[src/rtl/aha_clock_pkg.sv]
// rtl/aha_clock_pkg.sv - shared definitions for the clock sequencing controller
// Purpose: controller state encoding, divider-select limit and default phase waits.
// Ports: none (package).
package aha_clock_pkg;

  typedef enum logic [2:0] {
    ST_IDLE        = 3'd0,
    ST_GATE        = 3'd1,
    ST_WAIT_GATE   = 3'd2,
    ST_WAIT_SWITCH = 3'd3,
    ST_WAIT_DIV    = 3'd4,
    ST_FINISH      = 3'd5
  } state_t;

  // Highest legal divider select: 0..5 map to divide-by 1..32.
  localparam logic [2:0] DIV_SEL_MAX = 3'd5;

  localparam int unsigned GATE_WAIT_DEF   = 4;
  localparam int unsigned SWITCH_WAIT_DEF = 8;
  localparam int unsigned DIV_WAIT_DEF    = 64;

  function automatic logic div_sel_legal(input logic [2:0] sel);
    return sel <= DIV_SEL_MAX;
  endfunction

endpackage

[src/rtl/aha_clock_seq_timer.sv]
// rtl/aha_clock_seq_timer.sv - 8-bit loadable down-counter with done flag
// Purpose: times each phase of the clock switch sequence.
// Ports:
//   clk, rst_n  - clock, asynchronous active-low reset
//   load        - load load_value into the counter (wins over dec)
//   load_value  - phase length in cycles
//   dec         - decrement by one; holds at 1, never wraps
//   done        - counter has reached its last cycle (count <= 1)
module aha_clock_seq_timer (
  input  logic       clk,
  input  logic       rst_n,
  input  logic       load,
  input  logic [7:0] load_value,
  input  logic       dec,
  output logic       done
);

  logic [7:0] count;

  always_ff @(posedge clk or negedge rst_n) begin
    if (!rst_n) begin
      count <= 8'd0;
    end else if (load) begin
      count <= load_value;
    end else if (dec && count > 8'd1) begin
      count <= count - 8'd1;
    end
  end

  // A phase of N cycles ends on the cycle the counter shows 1.
  assign done = (count <= 8'd1);

endmodule

[src/rtl/aha_clock_seq_controller.sv]
// rtl/aha_clock_seq_controller.sv - glitch-safe master/divider clock switch sequencer
// Purpose: accepts reconfiguration requests, gates the design clocks, switches the
//   master select, then the divider select, then re-enables the requested domains.
// Ports:
//   CLK, RESETn        - reference clock, asynchronous active-low reset
//   REQ_VALID/READY    - request handshake
//   REQ_MASTER_SEL     - target master clock select
//   REQ_DIV_SEL        - target divider select (0..5)
//   REQ_DOM_EN         - target domain enable mask
//   MASTER_CLK_SELECT  - registered master clock switch drive
//   DESIGN_CLK_SELECT  - registered divider select drive
//   DOM_CLK_EN         - registered domain clock-gate enables
//   BUSY, DONE, ERR    - status: not idle, completion pulse, reject pulse
module aha_clock_seq_controller
  import aha_clock_pkg::*;
#(
  parameter int unsigned GATE_WAIT   = GATE_WAIT_DEF,
  parameter int unsigned SWITCH_WAIT = SWITCH_WAIT_DEF,
  parameter int unsigned DIV_WAIT    = DIV_WAIT_DEF
) (
  input  logic       CLK,
  input  logic       RESETn,
  input  logic       REQ_VALID,
  output logic       REQ_READY,
  input  logic       REQ_MASTER_SEL,
  input  logic [2:0] REQ_DIV_SEL,
  input  logic [1:0] REQ_DOM_EN,
  output logic       MASTER_CLK_SELECT,
  output logic [2:0] DESIGN_CLK_SELECT,
  output logic [1:0] DOM_CLK_EN,
  output logic       BUSY,
  output logic       DONE,
  output logic       ERR
);

  localparam logic [7:0] GATE_W8   = 8'(GATE_WAIT);
  localparam logic [7:0] SWITCH_W8 = 8'(SWITCH_WAIT);
  localparam logic [7:0] DIV_W8    = 8'(DIV_WAIT);

  state_t     state, state_nxt;
  logic       tgt_master;
  logic [2:0] tgt_div;
  logic [1:0] tgt_en;

  logic       tmr_load, tmr_dec, tmr_done;
  logic [7:0] tmr_value;

  logic       accept, req_bad, req_same, latch_tgt;
  logic       master_nxt, done_nxt, err_nxt;
  logic [2:0] design_nxt;
  logic [1:0] en_nxt;

  assign REQ_READY = (state == ST_IDLE);
  assign BUSY      = (state != ST_IDLE);
  assign accept    = REQ_VALID && REQ_READY;
  assign req_bad   = !div_sel_legal(REQ_DIV_SEL);
  assign req_same  = (REQ_MASTER_SEL == MASTER_CLK_SELECT) && (REQ_DIV_SEL == DESIGN_CLK_SELECT);

  aha_clock_seq_timer u_timer (
    .clk        (CLK),
    .rst_n      (RESETn),
    .load       (tmr_load),
    .load_value (tmr_value),
    .dec        (tmr_dec),
    .done       (tmr_done)
  );

  always_ff @(posedge CLK or negedge RESETn) begin
    if (!RESETn) state <= ST_IDLE;
    else         state <= state_nxt;
  end

  always_comb begin
    state_nxt = state;
    case (state)
      ST_IDLE:        if (accept && !req_bad && !req_same) state_nxt = ST_GATE;
      ST_GATE,
      ST_WAIT_GATE:   state_nxt = tmr_done ? ST_WAIT_SWITCH : ST_WAIT_GATE;
      ST_WAIT_SWITCH: if (tmr_done) state_nxt = ST_WAIT_DIV;
      ST_WAIT_DIV:    if (tmr_done) state_nxt = ST_FINISH;
      ST_FINISH:      state_nxt = ST_IDLE;
      default:        state_nxt = ST_IDLE;
    endcase
  end

  // Next values of the registered outputs; each select is written on the
  // last cycle of the phase before it so it becomes visible on phase entry.
  always_comb begin
    tmr_load   = 1'b0;
    tmr_value  = 8'd0;
    tmr_dec    = 1'b0;
    latch_tgt  = 1'b0;
    master_nxt = MASTER_CLK_SELECT;
    design_nxt = DESIGN_CLK_SELECT;
    en_nxt     = DOM_CLK_EN;
    done_nxt   = 1'b0;
    err_nxt    = 1'b0;
    case (state)
      ST_IDLE: begin
        if (accept) begin
          if (req_bad) begin
            err_nxt = 1'b1;
          end else if (req_same) begin
            en_nxt   = REQ_DOM_EN;
            done_nxt = 1'b1;
          end else begin
            latch_tgt = 1'b1;
            en_nxt    = 2'b00;
            tmr_load  = 1'b1;
            tmr_value = GATE_W8;
          end
        end
      end
      ST_GATE, ST_WAIT_GATE: begin
        if (tmr_done) begin
          master_nxt = tgt_master;
          tmr_load   = 1'b1;
          tmr_value  = SWITCH_W8;
        end else begin
          tmr_dec = 1'b1;
        end
      end
      ST_WAIT_SWITCH: begin
        if (tmr_done) begin
          design_nxt = tgt_div;
          tmr_load   = 1'b1;
          tmr_value  = DIV_W8;
        end else begin
          tmr_dec = 1'b1;
        end
      end
      ST_WAIT_DIV: begin
        if (tmr_done) begin
          en_nxt   = tgt_en;
          done_nxt = 1'b1;
        end else begin
          tmr_dec = 1'b1;
        end
      end
      default: ;
    endcase
  end

  always_ff @(posedge CLK or negedge RESETn) begin
    if (!RESETn) begin
      MASTER_CLK_SELECT <= 1'b0;
      DESIGN_CLK_SELECT <= 3'd0;
      DOM_CLK_EN        <= 2'b00;
      DONE              <= 1'b0;
      ERR               <= 1'b0;
      tgt_master        <= 1'b0;
      tgt_div           <= 3'd0;
      tgt_en            <= 2'b00;
    end else begin
      MASTER_CLK_SELECT <= master_nxt;
      DESIGN_CLK_SELECT <= design_nxt;
      DOM_CLK_EN        <= en_nxt;
      DONE              <= done_nxt;
      ERR               <= err_nxt;
      if (latch_tgt) begin
        tgt_master <= REQ_MASTER_SEL;
        tgt_div    <= REQ_DIV_SEL;
        tgt_en     <= REQ_DOM_EN;
      end
    end
  end

endmodule

[config.mk]
export PLATFORM = sky130hd
export DESIGN_NAME = aha_clock_seq_controller
export DESIGN_NICKNAME = d
export VERILOG_FILES = /design/src/rtl/aha_clock_pkg.sv /design/src/rtl/aha_clock_seq_timer.sv /design/src/rtl/aha_clock_seq_controller.sv
export SDC_FILE = /design/constraint.sdc
export NUM_CORES = 1
export LEC_CHECK = 0
export BUFFER_PORTS_ARGS = -buffer_cell sky130_fd_sc_hd__buf_2
export CAP_MARGIN = 15
export CORE_ASPECT_RATIO = 1.1
export CORE_MARGIN = 2
export CORE_UTILIZATION = 25
export DETAILED_ROUTE_END_ITERATION = 10
export PLACE_DENSITY = 0.45
export SKIP_CTS_REPAIR_TIMING = 1
export SLEW_MARGIN = 20
export SYNTH_ARGS = -nofsm -noshare
export SYNTH_HDL_FRONTEND = slang
export SYNTH_SLANG_ARGS = --single-unit
[constraint.sdc]
create_clock -name CLK -period 2.25 [get_ports CLK]
set_clock_uncertainty 0.1 [all_clocks]
set_input_delay 0.1125 -clock CLK [delete_from_list [all_inputs] [get_ports CLK]]
set_output_delay 0.1125 -clock CLK [all_outputs]
set_load 0.1 [all_outputs]
[Word-level counts from Yosys, hierarchy flattened]
Index checks and enable logic that the tools add are counted.
Word-level totals
  output and inout port bits: 10
  logic and storage cells: 75
  input port bits: 9
  flip-flop bits (word level): 25
Operators by class
  magnitude comparators: 3
  add/sub/neg operators: 1
  multiplexer cells: 33
  reductions and logical operators: 17
  equality and inequality tests: 11
Operator list (count)
  case mux 7 bit (3 select lines): 1
  2-to-1 mux 3 bit: 6
  2-to-1 mux 8 bit: 2
  2-to-1 mux 1 bit: 14
  case mux 3 bit (4 select lines): 1
  > comparator 8 x 1 -> 1 bit, second input constant: 1
  less-or-equal comparator 8 x 1 -> 1 bit, second input constant: 1
  2-to-1 mux 2 bit: 4
  subtractor 8 x 1 -> 8 bit, second input constant: 1
  2-to-1 mux 7 bit: 1
  equality test 3 x 2 -> 1 bit, second input constant: 2
  inequality test 2 x 1 -> 1 bit, second input constant: 3
  logical AND 1 bit: 5
  2-to-1 mux 4 bit: 1
  inequality test 2 bit, second input constant: 2
  case mux 1 bit (2 select lines): 2
  case mux 2 bit (2 select lines): 1
  AND reduction 2 bit: 2
  AND reduction 4 bit: 1
  nonzero test 2 bit: 2
  OR reduction 4 bit: 1
  equality test 3 x 1 -> 1 bit, second input constant: 1
  equality test 3 bit: 1
  equality test 3 bit, second input constant: 1
  8 further kinds: 8

[Longest topological paths before layout]
  depth after elaboration: 7
  mapped depth: 8
  depth with buffers taken out: 7

[By module]
Synthesis repeated with hierarchy kept, for this count alone.
Second synthesis, totals
  cells, all modules: 136
  area total of the unflattened synthesis: 1403.8 um^2
Modules (own cells, without submodules)
  aha_clock_seq_controller: cells an instance 79, times used 1, seq. area each 425.4 um^2, area each 873.3 um^2
  aha_clock_seq_timer: cells an instance 57, times used 1, seq. area each 200.2 um^2, area each 530.5 um^2

[Least setup slack after synthesis]
Ideal clock, no wire load.
  path kind: register -> register
  start: register state[0]
  end: register u_timer.count[2]
  setup slack: -2636 ps
  clock period less this slack: 4886 ps
  data required time: 2029 ps
  cell stages (with the launch flop): 7
  data arrival time: 4665 ps
  buffers on the path: 1
  library setup time: 121 ps
  cells stage by stage: dfrtp_1 -> clkbuf_1 -> nor3_1 -> inv_1 -> a21oi_1 -> a311oi_1 -> o22a_1
Between the ends
  word-level cells in the longest chain between the ends: 5
  elaborated cells on any way between the ends: 17
  those cells by class: eq/ne (4); mux (6); reduce/logical (7)
RTL lines
  from (decl): RTL line aha_clock_seq_controller.sv:40  | state_t state, state_nxt;
  from (signal assigned): RTL line aha_clock_seq_controller.sv:70  | else state <= state_nxt;
  logical NOT 3 bit (*): RTL line aha_clock_seq_controller.sv:53  | assign REQ_READY = (state == ST_IDLE);
  via REQ_READY: RTL line aha_clock_seq_controller.sv:24  | output logic REQ_READY,
  logical AND 1 bit: RTL line aha_clock_seq_controller.sv:55  | assign accept = REQ_VALID && REQ_READY;
  2-to-1 mux 3 bit / 2-to-1 mux 1 bit (equally long branches): RTL line aha_clock_seq_controller.sv:100  | if (accept) begin
  case mux 7 bit (3 select lines) / case mux 1 bit (2 select lines) (equally long branches): RTL line aha_clock_seq_controller.sv:98  | case (state)
  2-to-1 mux 8 bit / nonzero test 2 bit (equally long branches)
  to (signal assigned): RTL line aha_clock_seq_timer.sv:24  | count <= load_value;
  to (signal assigned): RTL line aha_clock_seq_timer.sv:26  | count <= count - 8'd1;
  to (decl): RTL line aha_clock_seq_timer.sv:18  | logic [7:0] count;
The timed path passes the listed nets; every way through them passes the cells marked *.
A chain may end at the register's enable or synchronous reset.

[Worst setup path in the final report]
  start: register u_timer.count[5]
  end: register MASTER_CLK_SELECT
Between the ends
  word-level cells in the longest chain between the ends: 2
RTL lines
  less-or-equal comparator 8 x 1 -> 1 bit: RTL line aha_clock_seq_timer.sv:31  | assign done = (count <= 8'd1);
  AND reduction 2 bit (no line)
  to (signal assigned): RTL line aha_clock_seq_controller.sv:155  | MASTER_CLK_SELECT <= master_nxt;
  to (decl): RTL line aha_clock_seq_controller.sv:28  | output logic MASTER_CLK_SELECT,
Every way passes these cells.

==> metrics.txt <==
placement row count 28; CP startpoint kind flop; Routed wire per std cell 13.72 um; maximum capacitance violations 0; Max-slew headroom 59.77%; actual transition at the worst max-transition pin 0.6035 ns; Starting Density 25.52%; clock latency reported for the late side of the worst-skew pair 0.27 ns; clock root buffer clkbuf_8; Max clock buf depth 2; cells after synthesis 134; share of async-settable or async-resettable flops after synthesis 100.0%; Worst Path Class, Setup flop to flop; Ant. Diodes 0; outcome finished with violations; final instance area 1924 sq um; maximum number of pins on one net before global-route repair 26; top layer reached by signal wires met4; synthesized flop and latch total 25; most frequent cells in the layout dfrtp_1, buf_4, buf_2; combinational fraction of design power 59.3%; number of routed nets with antenna violations 0; worst vdd rail ir drop 0.7711 mV; clock network fraction of design power 10.3%; DRC violations left 0; Detailed Place HPWL 2551 um; core area 5325 sq um; total power of the final layout 2.803 mW; number of stages on the worst hold path 2; buffers added on ports 18; largest cells by area after synthesis dfrtp_1, mux2_2, nand2_1, xnor2_1, o221ai_1; CP endpoint kind flop; post-synthesis net count 145; number of failing hold endpoints at the final stage 0; post-route insts no fill 254; cell area power density 1457 nW/um^2; Crit path arrival time 2.36 ns; post-route fraction of the period consumed by the critical path 101.9%; post-detailed-route via-to-cell ratio 4.665; H-tree depth reported by CTS 1; via count 1,185; worst setup slack after layout -0.04315 ns; final setup vio count 1; number of distinct library cell variants in the gate-level netlist after synthesis 42; Max Freq 436.1 MHz; Most used DFF post-synth dfrtp_1; number of buffers created by CTS 3; sequential fraction of the synthesis area 46.04%; detailed-route wire length 3484 um; Int Power 1.442 mW; pre-CTS setup slack -0.1132 ns; Sinks on Clock Net 25; Die Height 81.32 um; die boundary width 74.29 um; wire length of the first global-routing pass 5706 um; Total Nets Final 191; Critical Path RT 2.31 ns; Cell Area, Placed 1732 sq um; number of synthesized flops with an enable pin 0; clock tree from TritonCTS built; commonest non-fill, non-tap cell in the layout dfrtp_1; mean cell area of the mapped netlist 10.14 sq um; Fin Setup TNS -0.04315 ns; time the worst path needs with I/O delays and setup 2.293 ns; Sw Pwr 1.361 mW; LEAKAGE 0.8416 nW; detailed-routing iteration count for the pre-antenna-repair pass 4; dominant cell type by area after synthesis dfrtp_1; fraction of final layout cells with drive strength greater than 1 39.66%; violated checks setup timing; number of antenna violations at the first check in global routing 0; overflow left after global routing 0; Top-Level Pins 19; Ys Warns 0; Area Overhead vs Synth 41.62%; unrepaired setup endpoints after global routing yes; number of pins exceeding their max-slew limit in the final report 0; post-synthesis cell area 1359 sq um; Global Route Usage Sum 12.25%; clk slew on worst S/H paths 0.10 ns; length of routed met2 wiring 1727 um; kind of path behind the tightest hold check primary input to flop; Yosys top cell area share 46.04%; met1 wire length 1613 um; Seq pwr share 30.4%; die outline area 6041 sq um; total length of routed met3 wires 95 um; number of cells on the worst reg-to-reg path 4; cell count after placement 242; net switching fraction of the power 48.55%; final weighted congestion in routability-driven placement 0.8243; largest fanout on the critical path 4; vias in the first global route 1,238; number of DRC markers in iteration 0 22
[final cells by class]
cell class | count | area, sq um
clock buffers | 3 | 41.29
fillers | 558 | 3401
flip-flops and latches | 25 | 625.6
well taps | 75 | 93.84
repair buffers | 47 | 341.6
inverters | 6 | 22.52
multi-input cells | 97 | 790.8
clock inverters | 1 | 8.758
[cells in the mapped netlist (2+ instances only)]
cell / instances
or3_1: 4
o32ai_1: 2
dfrtp_1: 25
nand3_1: 3
a21oi_1: 5
a211oi_1: 2
nor2b_1: 2
and2_1: 2
xnor2_1: 6
inv_1: 6
o221ai_1: 4
or4_1: 2
ha_1: 2
o21a_1: 2
a21o_1: 4
clkbuf_1: 4
nand2_1: 14
nor4_1: 2
nor2_1: 7
mux2_2: 8
o21ai_0: 6
a31oi_1: 2
[power groups by stage]
stage,logic [mW],clock network [mW],registers (mW)
finish,1.66,0.289,0.851
global route,1.79,0.323,0.874
CTS,1.58,0.302,0.841
detailed placement,1.57,0,0.847
global placement,1.55,0,0.831
floorplan,0.879,0,1.12
[cells by family (layout without fill, tap and decap cells)]
family	after synthesis	count (layout)	synth area share, %
and+or+nand+nor	43	43	16.30
AOI/OAI and AO/OA	36	36	19.80
DFF	25	25	46.04
buffers and inverters	12	57	3.959
muxes	10	10	8.195
xor gates and xnor gates	6	6	3.867
adders and majority gates	2	2	1.841
[critical path, cell delays in order, from the launching register on]
cell     delay, ns
dfrtp_1       0.42
or4_4         0.56
or3_4         0.41
or3_4         0.39
mux2_4        0.30
[through the flow]
stage / hold WS, ns / utilization (%)
after detailed placement: 0.05588 / 32.52
final: 0.02322 / 36.14
after CTS: -0.2533 / 33.46
after global placement: 0.05139 / 32.52
after global routing: 0.01391 / 36.14
after floorplan: -0.2831 / -
[per-layer routing]
metal  up-vias  global-route usage (%)
li1        578                       -
met4         0                   3.571
met2        22                   20.89
met5         -                       0
met1       579                   15.20
met3         6                   3.102
[state kept, by name, indices dropped and copies added, names as in the netlist]
| name | count |
|---|---|
| DESIGN_CLK_SELECT | 3 |
| DOM_CLK_EN | 2 |
| DONE | 1 |
| ERR | 1 |
| MASTER_CLK_SELECT | 1 |
| state | 3 |
| tgt_div | 3 |
| tgt_en | 2 |
| tgt_master | 1 |
| u_timer.count | 8 |
[final timing paths]
path	startpoint	endpoint	slack [ns]
worst min register to register	DOM_CLK_EN[0]$_DFFE_PN0P_	DOM_CLK_EN[0]$_DFFE_PN0P_	0.41
max in group asynchronous	RESETn	MASTER_CLK_SELECT$_DFFE_PN0P_	1.38
worst max register to register	u_timer.count[5]$_DFFE_PN0P_	MASTER_CLK_SELECT$_DFFE_PN0P_	-0.04
min in group asynchronous	RESETn	u_timer.count[3]$_DFFE_PN0P_	0.28
worst min-delay path	REQ_DIV_SEL[1]	tgt_div[1]$_DFFE_PN0P_	0.02
worst max-delay path	u_timer.count[5]$_DFFE_PN0P_	MASTER_CLK_SELECT$_DFFE_PN0P_	-0.04
Power figures use the tool's default switching activity.
